--- config.mk ---
export PLATFORM = sky130hd
export DESIGN_NAME = mem_port_arbiter
export DESIGN_NICKNAME = d
export VERILOG_FILES = /design/src/rtl/mem_port_arbiter.sv
export SDC_FILE = /design/constraint.sdc
export NUM_CORES = 1
export LEC_CHECK = 0
export CAP_MARGIN = 20
export CORE_MARGIN = 5
export CORE_UTILIZATION = 25
export DETAILED_ROUTE_END_ITERATION = 8
export PLACE_DENSITY = 0.63
export SYNTH_ARGS = -nofsm -noshare
export SYNTH_HDL_FRONTEND = slang
export SYNTH_SLANG_ARGS = --single-unit
--- constraint.sdc ---
create_clock -name clock -period 4.3 [get_ports clock]
set_clock_uncertainty 0.05 [all_clocks]
set_input_delay 1.29 -clock clock [delete_from_list [all_inputs] [get_ports clock]]
set_output_delay 1.29 -clock clock [all_outputs]
set_load 0.03 [all_outputs]
--- src/rtl/mem_port_arbiter.sv ---
// mem_port_arbiter: serialises IF and load/store accesses onto one single-port data memory.
// Arbitration is fixed D-over-IF unless MEM_ARB_RR_EN is defined (round-robin).
module mem_port_arbiter #(
  parameter int unsigned AW        = 8,
  parameter int unsigned DW        = 32,
  parameter int unsigned MEM_DEPTH = 128,
  parameter int unsigned MEM_LAT   = 1
) (
  input  logic          clock,
  input  logic          reset_n,
  input  logic          if_req,
  input  logic [AW-1:0] if_addr,
  output logic [DW-1:0] if_rdata,
  output logic          if_done,
  input  logic          d_req,
  input  logic          d_we,
  input  logic [AW-1:0] d_addr,
  input  logic [DW-1:0] d_wdata,
  output logic [DW-1:0] d_rdata,
  output logic          d_done,
  output logic          addr_err,
  output logic          busy,
  output logic          memRead,
  output logic          memWrite,
  output logic [AW-1:0] memaddress,
  output logic [DW-1:0] invalue,
  input  logic [DW-1:0] outvalue
);

  localparam logic [1:0] StIdle  = 2'd0;
  localparam logic [1:0] StIssue = 2'd1;
  localparam logic [1:0] StWait  = 2'd2;
  localparam logic [1:0] StResp  = 2'd3;

  generate
    if (MEM_LAT < 1 || MEM_LAT > 15) begin : g_bad_lat
      $error("mem_port_arbiter: MEM_LAT must be in 1..15");
    end
  endgenerate

  logic [1:0]    r_state;
  logic          r_id_d;
  logic          r_we;
  logic          r_oor;
  logic [3:0]    r_cnt;
  logic          r_mem_rd;
  logic          r_mem_wr;
  logic [AW-1:0] r_memaddr;
  logic [DW-1:0] r_invalue;
  logic [DW-1:0] r_if_rdata;
  logic [DW-1:0] r_d_rdata;
  logic          r_if_done;
  logic          r_d_done;
  logic          r_addr_err;

  logic          w_grant_d;
  logic [AW-1:0] w_sel_addr;
  logic          w_sel_we;
  logic          w_sel_oor;

`ifdef MEM_ARB_RR_EN
  // 1 = D was granted last; on a tie the other requester wins.
  logic r_rr_last_d;

  always_comb w_grant_d = d_req & (~if_req | ~r_rr_last_d);

  always_ff @(posedge clock) begin
    if (!reset_n) begin
      r_rr_last_d <= 1'b1;
    end else if (r_state == StIdle && (if_req || d_req)) begin
      r_rr_last_d <= w_grant_d;
    end
  end
`else
  always_comb w_grant_d = d_req;
`endif

  always_comb begin
    w_sel_addr = w_grant_d ? d_addr : if_addr;
    w_sel_we   = w_grant_d & d_we;
    w_sel_oor  = 32'(w_sel_addr) >= MEM_DEPTH;
  end

  always_ff @(posedge clock) begin
    if (!reset_n) begin
      r_state    <= StIdle;
      r_id_d     <= 1'b0;
      r_we       <= 1'b0;
      r_oor      <= 1'b0;
      r_cnt      <= 4'd0;
      r_mem_rd   <= 1'b0;
      r_mem_wr   <= 1'b0;
      r_memaddr  <= '0;
      r_invalue  <= '0;
      r_if_rdata <= '0;
      r_d_rdata  <= '0;
      r_if_done  <= 1'b0;
      r_d_done   <= 1'b0;
      r_addr_err <= 1'b0;
    end else begin
      r_mem_rd   <= 1'b0;
      r_mem_wr   <= 1'b0;
      r_if_done  <= 1'b0;
      r_d_done   <= 1'b0;
      r_addr_err <= 1'b0;
      case (r_state)
        StIdle: begin
          if (if_req || d_req) begin
            // Strobes are registered here so they are high exactly during ISSUE.
            r_id_d    <= w_grant_d;
            r_we      <= w_sel_we;
            r_oor     <= w_sel_oor;
            r_memaddr <= w_sel_addr;
            r_mem_rd  <= ~w_sel_oor & ~w_sel_we;
            r_mem_wr  <= ~w_sel_oor & w_sel_we;
            if (!w_sel_oor && w_sel_we) begin
              r_invalue <= d_wdata;
            end
            r_state <= StIssue;
          end
        end
        StIssue: begin
          r_cnt   <= 4'(MEM_LAT - 1);
          r_state <= StWait;
        end
        StWait: begin
          if (r_cnt == 4'd0) begin
            r_addr_err <= r_oor;
            if (r_id_d) begin
              r_d_done <= 1'b1;
              if (!r_we) begin
                r_d_rdata <= r_oor ? '0 : outvalue;
              end
            end else begin
              r_if_done  <= 1'b1;
              r_if_rdata <= r_oor ? '0 : outvalue;
            end
            r_state <= StResp;
          end else begin
            r_cnt <= r_cnt - 4'd1;
          end
        end
        StResp: begin
          r_state <= StIdle;
        end
        default: begin
          r_state <= StIdle;
        end
      endcase
    end
  end

  assign if_rdata   = r_if_rdata;
  assign if_done    = r_if_done;
  assign d_rdata    = r_d_rdata;
  assign d_done     = r_d_done;
  assign addr_err   = r_addr_err;
  assign busy       = (r_state != StIdle);
  assign memRead    = r_mem_rd;
  assign memWrite   = r_mem_wr;
  assign memaddress = r_memaddr;
  assign invalue    = r_invalue;

endmodule

======== Word-level counts from Yosys, hierarchy flattened ========
Index checks and enable logic that the tools add are counted.
Widths: inputs -> output; s select.
storage, ports and cells
  register bits after elaboration ......... 118
  input bits .............................. 85
  output and inout port bits .............. 110
  word-level logic and storage cells ...... 53
cells by class
  add/sub/neg operators ................... 1
  magnitude comparators ................... 1
  equality and inequality tests ........... 6
  muxes and demuxes ....................... 9
  bitwise logic cells ..................... 7
  reductions and logical operators ........ 15
operator list
  kind                 number
  $mux 32              1
  $reduce_and 3->1     4
  $ge 8x8->1 const B   1
  $mux 8               1
  $pmux 2 s4           1
  $pmux 4 s2           1
  $ne 2x2->1 const B   3
  $reduce_and 2->1     3
  $eq 2x2->1 const B   2
  $logic_not 4->1      1
  $mux 2               2
  $mux 4               1
  $not 1->1            4
  $reduce_and 4->1     1
  $reduce_bool 2->1    2
  $sub 4x1->4 const B  1
  $and 1x1->1          3
  $eq 2x1->1 const B   1
  $logic_not 2->1      1
  $mux 1               2
  $logic_and 1x1->1    1
  $logic_not 1->1      1
  $logic_or 1x1->1     1

======== Depth between registers and ports, before layout ========
  depth in word-level cells ............... 5
  mapped depth ............................ 8
  gate-level depth less buffers ........... 5

======== Least setup slack after synthesis ========
OpenSTA, ideal clock, no wires.
  path type ............................... register to output
  start point ............................. register r_state[0]
  end point ............................... output busy
  data arrival time ....................... 0.912 ns
  slack ................................... 2.048 ns
  stages on the path, launching flop included .. 5
  cell sequence ........................... dfxtp_1 > inv_1 > ha_1 > buf_2 > inv_1
on the way
  word-level cells in the longest chain between the ends .. 1
RTL lines
  element                 RTL line  RTL
  from (decl)             41        logic [1:0] r_state;
  from (signal assigned)  86        r_state <= StIdle;
  from (signal assigned)  119       r_state <= StIssue;
  from (signal assigned)  124       r_state <= StWait;
  $reduce_bool 2->1       158       assign busy = (r_state != StIdle);
  to (decl)               22        output logic busy,
Every way passes these cells.

======== Final worst setup path ========
Same ends and word-level chain as after synthesis.

==> key figures <==
Yosys
  – Ys async rst share: 0%
  – Biggest area consumer among synthesized cells: dfxtp_1
  – Seq/Total Area, Yosys: 49.9%
  – Post-synth cell types: 38
  – Top post-synthesis cells by area: dfxtp_1 50%, mux2i_1 15%, nand2_1 11%
  – Area share of the largest cell type after synthesis: 49.9%
  – EDFF count, synth: 0
  – Most common cell in the netlist: nand2_1
  – Yosys reg bits: 118
  – Post-synth top cells: 133 x nand2_1, 118 x dfxtp_1, 72 x mux2i_1
  – Synth Net Count: 588
  – Most used DFF post-synth: dfxtp_1
  – Avg Cell Area, Syn: 9.52 um2
  – Yosys warning count: 0
  – Synth Cell Area: 4730 um2
  – Synth Instances: 497

Pwr
  – Pwr Total: 3.77 mW
  – Peak supply drop: 0.262 mV
  – Leakage power: 2.80 nW
  – Power Dens Cells: 513 nW/um2

Outcome
  – Status: finished clean

Floorplanning
  – Starting density of the core: 25.4%
  – Die area: 21800 um2
  – Num rows: 50
  – Die Span Y: 148 um
  – Core Box Area: 18600 um2
  – Die W: 148 um
  – Io pins: 195

Placement
  – Routability Congestion: 0.733
  – DP HPWL: 9510 um
  – Port buffer count: 194
  – Inst Count DP: 895
  – Setup WS pre-CTS: 1.37 ns

Global routing
  – Total GRT Usage: 12.1%
  – GR Overflow Total: 0
  – First-pass GRT wire length: 21300 um
  – Vias in the first global route: 3953
  – Largest net degree at the start of global routing: 45
  – Initial antenna violation count: 0

Timing
  – Max Freq: 302 MHz
  – Crit path time final: 3.31 ns
  – Setup TNS: 0 ns
  – Relative max-transition margin: 55.3%
  – Slew @ Worst Pin: 0.670 ns
  – Final setup margin: 0.993 ns
  – Fin crit share: 76.9%
  – Max Transition Viols Final: 0
  – RSZ-0062 raised after global routing: no
  – # setup viols final: 0
  – Final hold violation count: 0

Routing
  – Number of DRC markers in iteration 0: 125
  – DRT Pass-1 Iters: 4
  – DR DRC count: 0
  – Routed len/inst: 14.5 um
  – Detailed-route via count: 4004
  – Post-route ant nets: 0
  – Vias/cell: 4.32
  – Routed WL: 13400 um

Finish
  – Final Util: 39.4%
  – Share of cells above drive strength 1: 6.79%
  – Final #Nets: 771
  – ANT cells: 0
  – Final Non-Filler Cells: 926
  – Area delta synth->final: 55.1%

Clocking
  – Post-CTS resize count: 0
  – CTS tree: done
  – Skew-Pair Late Insertion Delay: 0.40 ns
  – Max clock buf depth: 2
  – Clock transition at the registers of the reported paths: 0.06 ns
  – H-tree depth: 4
  – Root buffer cell: clkbuf_16
  – Clock sink count: 118
  – Num CTS Buffers: 17
  – Hold buffers post-CTS: 0
  – Setup Buffers After CTS: 0

Setup path
  – Worst path required time: 2.96 ns
  – Crit-path max FO: 9
  – Kind of critical path: reg -> out
  – Setup crit start kind: flip-flop
  – Critical path arrival: 1.97 ns
  – Critical path capture point type: output port

Hold path
  – Hold crit path type: reg -> reg

Flow run
  – Max cap viols: 0
-- critical path, cell delays in order (launching register included) --
cell and delay (ns):
dfxtp_1 0.34, inv_1 0.09, ha_1 0.34, inv_1 0.11
clkdlybuf4s50_1 0.69
-- final cells by class --
class	count	area (um2)
Fill cell	1858	11300
Sequential cell	118	2360
Multi-Input combinational cell	333	2060
Timing Repair Buffer	204	2010
Clock buffer	19	453
Tap cell	234	293
Clock inverter	12	130
Inverter	6	22.5
-- through the flow --
stage / hold WS (ns) / instance area, um2
2_1_floorplan: 0.396 / 4730
3_3_place_gp: 0.391 / 6760
3_5_place_dp: 0.396 / 6760
4_1_cts: 0.405 / 7340
5_1_grt: 0.417 / 7340
6_report: 0.402 / 7340
-- final timing paths --
check,startpoint,endpoint,slack (ns),cells after the start
worst max-delay path,r_state[0],busy,0.99,4
worst min register to register,invalue[30],invalue[30],0.40,2
worst min-delay path,invalue[30],invalue[30],0.40,2
worst max register to register,r_state[0],if_rdata[15],1.83,6
-- registers in the layout, indices dropped and copies added, names as in the netlist --
register,flops
if_rdata,32
d_rdata,32
memRead,1
invalue,32
d_done,1
r_cnt,4
memWrite,1
memaddress,8
if_done,1
r_id_d,1
r_oor,1
r_we,1
r_state,2
addr_err,1
-- per-layer routing --
metal / GRT usage (%) / part of all wire, %
met1: 14.6 / 44
met2: 19.1 / 45
met3: 5.82 / 10
met4: 3.87 / 1.2
met5: 0 / 0
-- power breakdown --
part	internal, mW	leakage, nW	switching [mW]
sequential	1.22	0.957	0.0644
combinational	0.471	1.57	0.621
clock	0.878	0.273	0.510
-- layout by cell type, fill, tap and decap left out, types with 2 or more instances in the layout --
cell	n
nand2_1	133
ha_1	6
nand3b_1	32
clkbuf_16	17
clkdlybuf4s50_1	193
dfxtp_1	118
mux2i_1	72
a21oi_1	37
clkinv_4	2
bufinv_16	2
clkinv_2	3
nand4b_1	2
clkinvlp_4	5
a211oi_1	8
inv_1	6
clkbuf_8	2
o21ai_0	3
buf_4	11
nor2_1	18
-- cell families (layout without fill, tap and decap cells) --
group                      Yosys count  after routing  synth area share (%)
AOI/OAI and AO/OA                   56             56                  6.80
adders and majority gates            6              6                  1.59
DFF                                118            118                  49.9
muxes                               73             73                  15.5
buffers and inverters               46            241                  6.45
and+or+nand+nor                    198            198                  19.8
(Power assumes the default switching activity.)
